<file path="config.mk">
export PLATFORM = sky130hd
export DESIGN_NAME = elevator_ctrl_n
export DESIGN_NICKNAME = d
export VERILOG_FILES = /design/src/rtl/elevator_ctrl_n.sv
export SDC_FILE = /design/constraint.sdc
export NUM_CORES = 1
export LEC_CHECK = 0
export ABC_AREA = 1
export BUFFER_PORTS_ARGS = -buffer_cell sky130_fd_sc_hd__buf_4
export CORE_ASPECT_RATIO = 0.8
export CORE_MARGIN = 2
export CORE_UTILIZATION = 45
export CTS_CLUSTER_SIZE = 20
export DETAILED_ROUTE_END_ITERATION = 16
export GPL_TIMING_DRIVEN = 0
export PLACE_DENSITY = 0.65
export SYNTH_ARGS = -nofsm -noshare
export SYNTH_HDL_FRONTEND = slang
export SYNTH_SLANG_ARGS = --single-unit
export TNS_END_PERCENT = 50
</file>
<file path="constraint.sdc">
create_clock -name clk -period 2.2 [get_ports clk]
set_input_delay 0.22 -clock clk [delete_from_list [all_inputs] [get_ports clk]]
set_output_delay 0.22 -clock clk [all_outputs]
set_load 0.01 [all_outputs]
</file>
<file path="src/rtl/elevator_ctrl_n.sv">
// Parametrised SCAN elevator controller: latches floor calls, picks the next stop
// in the current sweep direction, and times travel and door dwell from a 1 Hz tick.
module elevator_ctrl_n #(
    parameter int FLOORS       = 4,
    parameter int FLOOR_W      = $clog2(FLOORS),
    parameter int TRAVEL_TICKS = 3,
    parameter int DOOR_TICKS   = 2
) (
    input  logic               clk,
    input  logic               reset,
    input  logic               tick,
    input  logic [FLOORS-1:0]  req,
    input  logic               emerg_in,
    output logic [FLOOR_W-1:0] cur_floor,
    output logic [FLOOR_W-1:0] next_floor,
    output logic [2:0]         motor,
    output logic               door_open,
    output logic               emerg_out,
    output logic [FLOORS-1:0]  pending
);

    localparam int TW = (TRAVEL_TICKS > 1) ? $clog2(TRAVEL_TICKS) : 1;
    localparam int DW = (DOOR_TICKS > 1) ? $clog2(DOOR_TICKS) : 1;
    localparam logic [TW-1:0] TRAVEL_LAST = TW'(TRAVEL_TICKS - 1);
    localparam logic [DW-1:0] DOOR_LAST   = DW'(DOOR_TICKS - 1);
    localparam logic [FLOOR_W-1:0] TOP_FLOOR = FLOOR_W'(FLOORS - 1);

    localparam logic [2:0] MOTOR_UP    = 3'b100;
    localparam logic [2:0] MOTOR_DOWN  = 3'b010;
    localparam logic [2:0] MOTOR_BRAKE = 3'b001;

    typedef enum logic [1:0] {IDLE, MOVE, DOOR, EMERG} state_t;

    state_t             state;
    logic               dir;
    logic [TW-1:0]      travel_cnt;
    logic [DW-1:0]      door_cnt;

    logic               above_found;
    logic               below_found;
    logic [FLOOR_W-1:0] above_floor;
    logic [FLOOR_W-1:0] below_floor;
    logic [FLOOR_W-1:0] sel_floor;
    logic               sel_dir;
    logic               arrive;
    logic [FLOOR_W-1:0] arr_floor;
    logic [FLOORS-1:0]  pending_nxt;

    // SCAN selection: nearest call ahead in the sweep, otherwise the nearest call behind
    // (which reverses the sweep); with no calls the target is the current floor.
    always_comb begin
        above_found = 1'b0;
        below_found = 1'b0;
        above_floor = cur_floor;
        below_floor = cur_floor;
        for (int i = FLOORS - 1; i >= 0; i--) begin
            if (pending[i] && (FLOOR_W'(i) > cur_floor)) begin
                above_found = 1'b1;
                above_floor = FLOOR_W'(i);
            end
        end
        for (int i = 0; i < FLOORS; i++) begin
            if (pending[i] && (FLOOR_W'(i) < cur_floor)) begin
                below_found = 1'b1;
                below_floor = FLOOR_W'(i);
            end
        end
        sel_floor = cur_floor;
        sel_dir   = dir;
        if (dir) begin
            if (above_found) begin
                sel_floor = above_floor;
            end else if (below_found) begin
                sel_floor = below_floor;
                sel_dir   = 1'b0;
            end
        end else begin
            if (below_found) begin
                sel_floor = below_floor;
            end else if (above_found) begin
                sel_floor = above_floor;
                sel_dir   = 1'b1;
            end
        end
    end

    // Arrival at the next landing; the car never runs past either end of the shaft.
    always_comb begin
        arrive = (state == MOVE) && tick && (travel_cnt == TRAVEL_LAST);
        if (dir) begin
            arr_floor = (cur_floor == TOP_FLOOR) ? cur_floor : cur_floor + FLOOR_W'(1);
        end else begin
            arr_floor = (cur_floor == '0) ? cur_floor : cur_floor - FLOOR_W'(1);
        end
    end

    // Call latching; the floor being served is cleared, and that clear beats a new press.
    always_comb begin
        pending_nxt = pending | req;
        case (state)
            IDLE: begin
                if (pending[cur_floor]) pending_nxt[cur_floor] = 1'b0;
            end
            MOVE: begin
                if (arrive && pending[arr_floor]) pending_nxt[arr_floor] = 1'b0;
            end
            DOOR: begin
                pending_nxt[cur_floor] = 1'b0;
            end
            EMERG: begin
                pending_nxt = '0;
            end
            default: ;
        endcase
    end

    always_ff @(posedge clk or negedge reset) begin
        if (!reset) begin
            state      <= IDLE;
            dir        <= 1'b1;
            cur_floor  <= '0;
            next_floor <= '0;
            pending    <= '0;
            motor      <= MOTOR_BRAKE;
            door_open  <= 1'b0;
            emerg_out  <= 1'b0;
            travel_cnt <= '0;
            door_cnt   <= '0;
        end else if (emerg_in) begin
            state      <= EMERG;
            motor      <= MOTOR_BRAKE;
            door_open  <= 1'b0;
            emerg_out  <= 1'b1;
            pending    <= '0;
            travel_cnt <= '0;
            door_cnt   <= '0;
            next_floor <= cur_floor;
        end else begin
            next_floor <= sel_floor;
            dir        <= sel_dir;
            pending    <= pending_nxt;
            case (state)
                IDLE: begin
                    if (pending[cur_floor]) begin
                        state     <= DOOR;
                        door_open <= 1'b1;
                        door_cnt  <= '0;
                        motor     <= MOTOR_BRAKE;
                    end else if (|pending) begin
                        state      <= MOVE;
                        travel_cnt <= '0;
                        motor      <= sel_dir ? MOTOR_UP : MOTOR_DOWN;
                    end
                end
                MOVE: begin
                    if (arrive) begin
                        travel_cnt <= '0;
                        cur_floor  <= arr_floor;
                        if (pending[arr_floor]) begin
                            state     <= DOOR;
                            motor     <= MOTOR_BRAKE;
                            door_open <= 1'b1;
                            door_cnt  <= '0;
                        end
                    end else if (tick) begin
                        travel_cnt <= travel_cnt + TW'(1);
                    end
                end
                DOOR: begin
                    // A fresh press at this landing holds the door for a full dwell again.
                    if (req[cur_floor]) begin
                        door_cnt <= '0;
                    end else if (tick) begin
                        if (door_cnt == DOOR_LAST) begin
                            state     <= IDLE;
                            door_open <= 1'b0;
                            door_cnt  <= '0;
                        end else begin
                            door_cnt <= door_cnt + DW'(1);
                        end
                    end
                end
                EMERG: begin
                    state     <= IDLE;
                    emerg_out <= 1'b0;
                    motor     <= MOTOR_BRAKE;
                end
                default: state <= IDLE;
            endcase
        end
    end

endmodule

</file>
# Yosys cells after proc, flatten, opt, wreduce, memory -nomap -nowiden
# Index checks and enable logic that the tools add are counted.
[totals]
out_inout_bits = 13
regBits = 19
elab_cells = 158
input_bits = 8
[op_classes]
n_mux = 84
addsub = 4
bitwise_logic = 6
n_lt_le_gt_ge = 12
reduce_logical = 26
n_eq_ne = 16
[ops]
columns = ["op", "n"]
rows = [
  ["$mux W2", 30],
  ["$mux W1", 34],
  ["$ne A3 B3 Y1 const B", 7],
  ["$mux W3", 6],
  ["$pmux W4 S4", 1],
  ["$logic_and A1 B1 Y1", 13],
  ["$mux W4", 3],
  ["$ne A4 B4 Y1 const B", 3],
  ["$pmux W3 S3", 1],
  ["$and A4 B4 Y4", 2],
  ["$eq A2 B2 Y1 const B", 4],
  ["$not A4 Y4", 2],
  ["$pmux W2 S4", 1],
  ["$reduce_and A4 Y1", 2],
  ["$reduce_bool A4 Y1", 2],
  ["$reduce_and A7 Y1", 1],
  ["$bmux W1 S2", 3],
  ["$lt A2 B3 Y1 const B", 2],
  ["$pmux W1 S3", 2],
  ["$reduce_and A6 Y1", 1],
  ["$reduce_and A5 Y1", 1],
  ["$add A2 B1 Y2 const B", 2],
  ["$demux W1 S2", 2],
  ["$ge A2 B1 Y1 const B", 2],
  ["16 further kinds", 21],
]

# Longest topological paths before layout
# Gate-level depths: netlist (run 1).
[depth]
ltp_word = 14
mapped_depth = 14
mapped_depth_nobuf = 12

# Worst setup path before layout (run 1)
# OpenSTA, ideal clock, no wires.
[synth_path]
kind = "flip-flop to flip-flop"
startpoint = "register state[1]"
endpoint = "register state[0]"
required_ps = 2083
path_stages_with_launch = 11
n_path_buf = 1
setup_slack_ps = 639
arrival_ps = 1444
setup_ps = 117
synth_period_minus_slack_ps = 1561
path_cell_list = "dfrtp_1 -> inv_1 -> ha_1 -> nand3_1 -> nor2_1 -> nand3_2 -> nand2_2 -> buf_6 -> nand2_2 -> nand2_1 -> nand2_1"
[synth_between]
elab_chain_len = 5
elab_cells_between_ends = 15
classes_between = "9 x eq/ne; 2 x mux; 4 x reduce/logical"
[synth_rtl]
columns = ["item", "line", "rtl"]
rows = [
  ["from (decl)", "34", "state_t state;"],
  ["from (signal assigned)", "119", "state <= IDLE;"],
  ["from (signal assigned)", "130", "state <= EMERG;"],
  ["from (signal assigned)", "145", "state <= DOOR;"],
  ["$eq A2 B1 Y1", "89, 142", ""],
  ["$logic_and A1 B1 Y1 (2 in series)", "89", "arrive = (state == MOVE) && tick && (travel_cnt == TRAVEL_LAST);"],
  ["$ne A3 B3 Y1 (no line)", "n/a", ""],
  ["$reduce_and A6 Y1 (no line)", "n/a", ""],
]
# Parallel ways exist; a longest one is shown, timed or not.
# A chain may end at the register's enable or synchronous reset.

# Final worst setup path (run 1)
[layout_path]
startpoint = "register state[1]"
endpoint = "register state[1]"
# The elaborated chain is that of the path after synthesis.

==> results.ini, run 1 <==
[setup_path]
crit_path_end_kind = register
crit_required_ns = 2.36
crit_type = register to register
path_max_fanout = 10
crit_path_start_kind = register
cp_data_arrival_time_ns = 1.99
reg2reg_depth = 10

[clock_tree]
cts.path.max_buffers = 2
path_clk_slew_ns = 0.07
cts_tree = yes
cts_resized = 0
cts.sinks = 19
h-tree-depth = 1
cts_buffers = 3
clockRootBuffer = clkbuf_8
insertion_delay_ns = 0.26

[pwr]
p_leak_nw = 0.915
ir_drop_v = 0.000511
power_density_nw_per_um2 = 1260

[timing]
finalMaxSlewViolations = 0
fin_crit_ns = 1.83
finClkSkew_ns = 0.00138
worst_slew_pin_slew_ns = 0.480
max_slew_margin_pct = 68.0
tns_ns = 0
max_freq_mhz = 546
setup_viol = 0
post-route-period-util_pct = 83.2
fin_ws_ns = 0.370
rsz0062_at_grt = false
hold_viol_final = 0
timing.hold.ws_ns = 0.286

[floorplanning]
fp.dieArea_um2 = 3810
die_h_um = 55.6
initial_core_util_pct = 47.9
dieWidth_um = 68.5
io_pins = 21
fp-row-count = 18
core_area_um2 = 3130

[placement]
hpwl_mm = 2.89
pre_cts_slack_ns = 0.395
dp.cells = 287
dpl-instance-area_um2 = 1700
io_buffer_count = 20
globalplace.congestion = 0.934

[route]
drt_iter0_markers = 66
wl_per_cell_um = 12.7
routed_wl_mm = 3.71
num_vias = 1482
firstDrtPassIters = 4
drtAntennaViolNets = 0
drc_errors = 0
via_per_inst = 5.08

[layout]
nets = 265
layout_commonest_cell = nand2_1
drive_above_1_share_pct = 19.4
final_cells = 292
antennaDiodeCount = 0
fin_area_um2 = 1760
area_growth_syn_to_layout_pct = 17.1
layout_common_cells = nand2_1, nor2_1, inv_1

[yosys]
syn-cell-area_um2 = 1500
syn-num-nets = 239
syn-mean-instance-area_um2 = 6.60
synth-seq-area-share_pct = 31.9
synth_edf_count = 0
synth_warnings = 0
synth_cell_types = 24
synth_top_area_share_pct = 28.4
ys_ff_latch = 19
synthCells = 227
ys_top_cells_by_area = dfrtp_1, nand2_1, nor2_1, nand3_1, inv_1
synth_flop_cell = dfrtp_1
synth_top_cell_by_area = dfrtp_1
ys_async_sr_fraction_pct = 100

[global_route]
grt_pass1_vias = 1331
antenna_found_initial = 0
grt_overflow = 0
grt_pass1_wl_mm = 6.27
grt_start_max_net_pins = 20
grtUsageTotal_pct = 21.7

[job]
cap_violations = 0

[run_status]
status = completed

[hold_path]
min_path_type = primary input to register
hold_depth = 3

## sequential cells by signal (all words and copies together), names as in the netlist
signal and count:
pending 4, motor 3, cur_floor 2, next_floor 2, state 2, travel_cnt 2, dir 1, door_cnt 1
door_open 1, emerg_out 1
## repair_timing
item	4_1_cts	5_1_grt
endpoints found under the hold margin	17	0
setup buffers	0	0
hold buffers	1	0
## power breakdown
part	internal [W]	total, W	switching, W
clock network	0.000126	0.000254	0.000127
logic	0.000499	0.00133	0.000827
registers	0.000500	0.000634	0.000133
## per-stage QoR
| stage | util, % | power [W] |
|---|---|---|
| after global placement | 54.3 | 0.00195 |
| after floorplan | - | 0.00157 |
| after CTS | 56.1 | 0.00222 |
| after detailed placement | 54.3 | 0.00196 |
| after global routing | 56.1 | 0.00245 |
| final | 56.1 | 0.00221 |
## layout make-up
type                            count  area (um2)
Fill cell                         324        1380
Clock buffer                        3        41.3
Multi-Input combinational cell    177         877
Clock inverter                      1        5.00
Buffer                              5        41.3
Timing Repair Buffer               21         160
Inverter                           26         103
Tap cell                           40        50.0
Sequential cell                    19         478
## cell families after synthesis
kind of cell,share of synthesized area [%]
fa+ha+maj,3.34
compound gates,13.4
simple gates,41.7
buf+inv,9.60
flops,31.9
## synthesized netlist by cell type (3+ instances only)
cell	n
nor2_1	28
nand2_4	4
a21oi_1	11
ha_1	4
o211ai_1	4
o21ai_1	3
nand2_2	9
buf_6	3
inv_1	23
nand3_1	18
o21ai_0	17
nand4_1	6
nand2_1	67
dfrtp_1	17
## metal layers
metal  global-route usage (%)  part of all wire, %  vias to the layer above
li1                         -                    -                      787
met1                     33.7                   52                      643
met2                     30.2                   41                       50
met3                     5.47                  7.2                        2
met4                     4.29                 0.59                        0
met5                        0                    0                        -
## critical path, cell delays in order (launching register included)
cell     delay [ns]
dfrtp_1        0.42
inv_1          0.11
ha_1           0.21
nand3_1        0.11
nor2_1         0.34
nand3_2        0.13
nand2_2        0.10
buf_6          0.14
nand2_2        0.06
nand2_1        0.06
nand2_1        0.04
## final timing paths
check / startpoint / to / slack, ns
max in group asynchronous: reset / motor[0]$_DFFE_PN1P_ / 1.56
worst min register to register: motor[0]$_DFFE_PN1P_ / motor[0]$_DFFE_PN1P_ / 0.46
worst max register to register: state[1]$_DFFE_PN0P_ / state[1]$_DFFE_PN0P_ / 0.37
min in group asynchronous: reset / pending[2]$_DFF_PN0_ / 0.37
worst min-delay path: emerg_in / next_floor[0]$_DFF_PN0_ / 0.29
worst max-delay path: state[1]$_DFFE_PN0P_ / state[1]$_DFFE_PN0P_ / 0.37
Power figures use the tool's default switching activity.
==> run 2, diff against run 1 <==
--- a/config.mk
+++ b/config.mk
@@ -5,7 +5,7 @@
 export SDC_FILE = /design/constraint.sdc
 export NUM_CORES = 1
 export LEC_CHECK = 0
-export ABC_AREA = 1
+export ABC_AREA = 0
 export BUFFER_PORTS_ARGS = -buffer_cell sky130_fd_sc_hd__buf_4
 export CORE_ASPECT_RATIO = 0.8
 export CORE_MARGIN = 2
==> constraint.sdc (replaced) <==
create_clock -name clk -period 1.8 [get_ports clk]
set_input_delay 0.18 -clock clk [delete_from_list [all_inputs] [get_ports clk]]
set_output_delay 0.18 -clock clk [all_outputs]
set_load 0.01 [all_outputs]
==> results.ini, run 2 <==
[run_status]
status = finished with violations  ; was completed
failed_checks = setup timing

[yosys]
synth_top_area_share_pct = 29.7  ; was 28.4%
syn-cell-area_um2 = 1430  ; was 1500 um2
ys_top_cells_by_area = dfrtp_1, o21ai_0, nand2_1, nor3_1, dfstp_2  ; was dfrtp_1, nand2_1, nor2_1, nand3_1, inv_1
synth_cell_types = 46  ; was 24
synth_flop_cell = dfrtp_1  ; unchanged
synth_warnings = 0  ; unchanged
synth_top_cell_by_area = dfrtp_1  ; unchanged
synth-seq-area-share_pct = 33.4  ; was 31.9%
ys_async_sr_fraction_pct = 100  ; unchanged
synthCells = 173  ; was 227
syn-mean-instance-area_um2 = 8.27  ; was 6.60 um2
ys_ff_latch = 19  ; unchanged
synth_common_cells = dfrtp_1, nand2_1, o21ai_0  ; was nand2_1, nor2_1, inv_1
synth_edf_count = 0  ; unchanged
syn-num-nets = 185  ; was 239

[setup_path]
path_cells = buf_4, mux4_2, or4_4, mux2_4  ; was inv_1, ha_1, nand3_1, nor2_1, nand3_2, nand2_2, buf_6, nand2_2, nand2_1, nand2_1
crit_path_start_kind = register  ; unchanged
crit_type = register to register  ; unchanged
path_max_fanout = 4  ; was 10
slowest_stage = mux4_2  ; was dfrtp_1
crit_path_end_kind = register  ; unchanged
slowest_delay_ns = 0.54  ; was 0.42 ns
cp_data_arrival_time_ns = 2.06  ; was 1.99 ns
crit_required_ns = 1.99  ; was 2.36 ns

[pwr]
total_power_w = 0.00255  ; was 0.00221 W
power_frac_seq_pct = 25.4  ; was 28.6%
p_leak_nw = 0.820  ; was 0.915 nW
swShare_pct = 42.2  ; was 49.1%
ir_drop_v = 0.000564  ; was 0.000511 V
switchingPower_w = 0.00108  ; was 0.00109 W
p_int_w = 0.00147  ; was 0.00113 W
p_comb_share_pct = 63.0  ; was 59.9%
power_density_nw_per_um2 = 1330  ; was 1260 nW/um2
clockPowerShare_pct = 11.7  ; was 11.5%

[placement]
globalplace.congestion = 0.907  ; was 0.934
pre_cts_slack_ns = -0.275  ; was 0.395 ns
io_buffer_count = 20  ; unchanged
dpl-instance-area_um2 = 1660  ; was 1700 um2
hpwl_mm = 2.86  ; was 2.89 mm

[route]
wl_per_cell_um = 16.5  ; was 12.7 um
drtAntennaViolNets = 0  ; unchanged
drc_errors = 0  ; unchanged
drt_iter0_markers = 77  ; was 66
routed_wl_mm = 4.12  ; was 3.71 mm
num_vias = 1462  ; was 1482
firstDrtPassIters = 4  ; unchanged
via_per_inst = 5.87  ; was 5.08

[floorplanning]
dieWidth_um = 67.0  ; was 68.5 um
die_h_um = 54.4  ; was 55.6 um
initial_core_util_pct = 46.7  ; was 47.9%
core_area_um2 = 3060  ; was 3130 um2
fp-row-count = 18  ; unchanged
io_pins = 21  ; unchanged
fp.dieArea_um2 = 3650  ; was 3810 um2

[timing]
setup_viol = 6  ; was 0
hold_viol_final = 0  ; unchanged
finalMaxSlewViolations = 0  ; unchanged
post-route-period-util_pct = 104  ; was 83.2%
max_freq_mhz = 534  ; was 546 MHz
fin_crit_ns = 1.87  ; was 1.83 ns
max_slew_margin_pct = 58.7  ; was 68.0%
worst_slew_pin_slew_ns = 0.620  ; was 0.480 ns
rsz0062_at_grt = true  ; was false
finClkSkew_ns = 0.00152  ; was 0.00138 ns
fin_ws_ns = -0.0730  ; was 0.370 ns

[layout]
largest_register = pending  ; unchanged
antennaDiodeCount = 0  ; unchanged
nets = 222  ; was 265
area_growth_syn_to_layout_pct = 34.3  ; was 17.1%
drive_above_1_share_pct = 37.3  ; was 19.4%
layout_commonest_cell = buf_4  ; was nand2_1
largest_reg_flops = 4  ; unchanged
fill_cells = 272  ; was 324
layout_common_cells = buf_4, dfrtp_1, nand2_1  ; was nand2_1, nor2_1, inv_1
fin_area_um2 = 1920  ; was 1760 um2
multiInputGateArea_um2 = 960  ; was 877 um2
top_regs = pending x4, motor x3  ; unchanged
seqCellArea_um2 = 479  ; was 478 um2

[global_route]
grtUsageTotal_pct = 25.2  ; was 21.7%
antenna_found_initial = 0  ; unchanged
grt_overflow = 0  ; unchanged
grt_pass1_wl_mm = 6.78  ; was 6.27 mm
grt_pass1_vias = 1385  ; was 1331
grt_start_max_net_pins = 20  ; unchanged

[clock_tree]
h-tree-depth = 1  ; unchanged
cts.sinks = 19  ; unchanged
path_clk_slew_ns = 0.07  ; about the same
cts_tree = yes  ; unchanged
cts.path.max_buffers = 2  ; unchanged
cts_buffers = 3  ; unchanged
insertion_delay_ns = 0.26  ; about the same
clockRootBuffer = clkbuf_8  ; unchanged

[job]
cap_violations = 0  ; unchanged

[hold_path]
min_path_type = primary input to register  ; unchanged

run 2: final cells by class:
class	instances	area share, %
Multi-Input combinational cell	127	50.0
Clock buffer	4	2.35
Sequential cell	19	25.0
Tap cell	40	2.61
Timing Repair Buffer	33	13.0
Inverter	12	2.35
Buffer	14	4.76
run 2: final timing paths:
kind,startpoint,end,slack [ns],depth (start not counted)
max,cur_floor[0]$_DFFE_PN0P_,motor[0]$_DFFE_PN1P_,-0.07,4
min,req[0],pending[0]$_DFF_PN0_,0.25,3
max reg2reg,cur_floor[0]$_DFFE_PN0P_,motor[0]$_DFFE_PN1P_,-0.07,4
min reg2reg,travel_cnt[1]$_DFFE_PN0P_,travel_cnt[1]$_DFFE_PN0P_,0.49,1
max in group asynchronous,reset,motor[0]$_DFFE_PN1P_,1.20,2
min in group asynchronous,reset,next_floor[1]$_DFF_PN0_,0.33,2
run 2: power by group through the flow:
| stage | combinational (W) | sequential [W] | clock [W] |
|---|---|---|---|
| 2_1_floorplan | 0.000864 | 0.000674 | 0 |
| 3_3_place_gp | 0.00122 | 0.000649 | 0 |
| 3_5_place_dp | 0.00125 | 0.000653 | 0 |
| 4_1_cts | 0.00146 | 0.000640 | 0.000320 |
| 5_1_grt | 0.00176 | 0.000661 | 0.000340 |
| 6_report | 0.00161 | 0.000647 | 0.000298 |
run 2: metal layers:
metal  routed length [um]  vias to the layer above  global-route usage [%]
li1                     -                      703                       -
met4                   28                        0                    6.12
met1                 1840                      680                    36.4
met2                 1880                       74                    38.8
met3                  368                        5                    5.14
met5                    0                        -                       0
run 2: through the flow:
step | instances | hold slack [ns] | utilization [%] | TNS (ns)
after floorplan | 173 | -0.116 | - | -0.0968
after global placement | 233 | 0.0692 | 54.0 | -1.05
after detailed placement | 233 | 0.0725 | 54.0 | -1.44
after CTS | 244 | 0.214 | 59.4 | -0.212
after global routing | 249 | 0.272 | 62.7 | -0.817
final | 249 | 0.250 | 62.7 | -0.308
run 2: repair_timing:
item                       CTS  global route
hold buffers                 1             0
pin swaps                    8             8
hold endpoints to repair    17             0
setup endpoints to repair   11            14
resized for setup           18            18
cloned                       0             0
buffers inserted             7             5
run 2: worst max-delay path, delay by kind of cell (launching register included):
family,cells,cell delay [ns]
flops,1,0.40
buf+inv,1,0.12
mux,2,0.82
simple gates,1,0.46
run 2: cells by family after synthesis:
kind of cell | Yosys count | synth area share (%)
XOR/XNOR | 1 | 0.613
multiplexers | 5 | 5.51
adder cells (fa/ha/maj) | 6 | 4.90
flip-flops | 19 | 33.4
AND/OR/NAND/NOR | 64 | 22.8
AO/OA/AOI/OAI | 51 | 24.2
buffers and inverters | 27 | 8.49
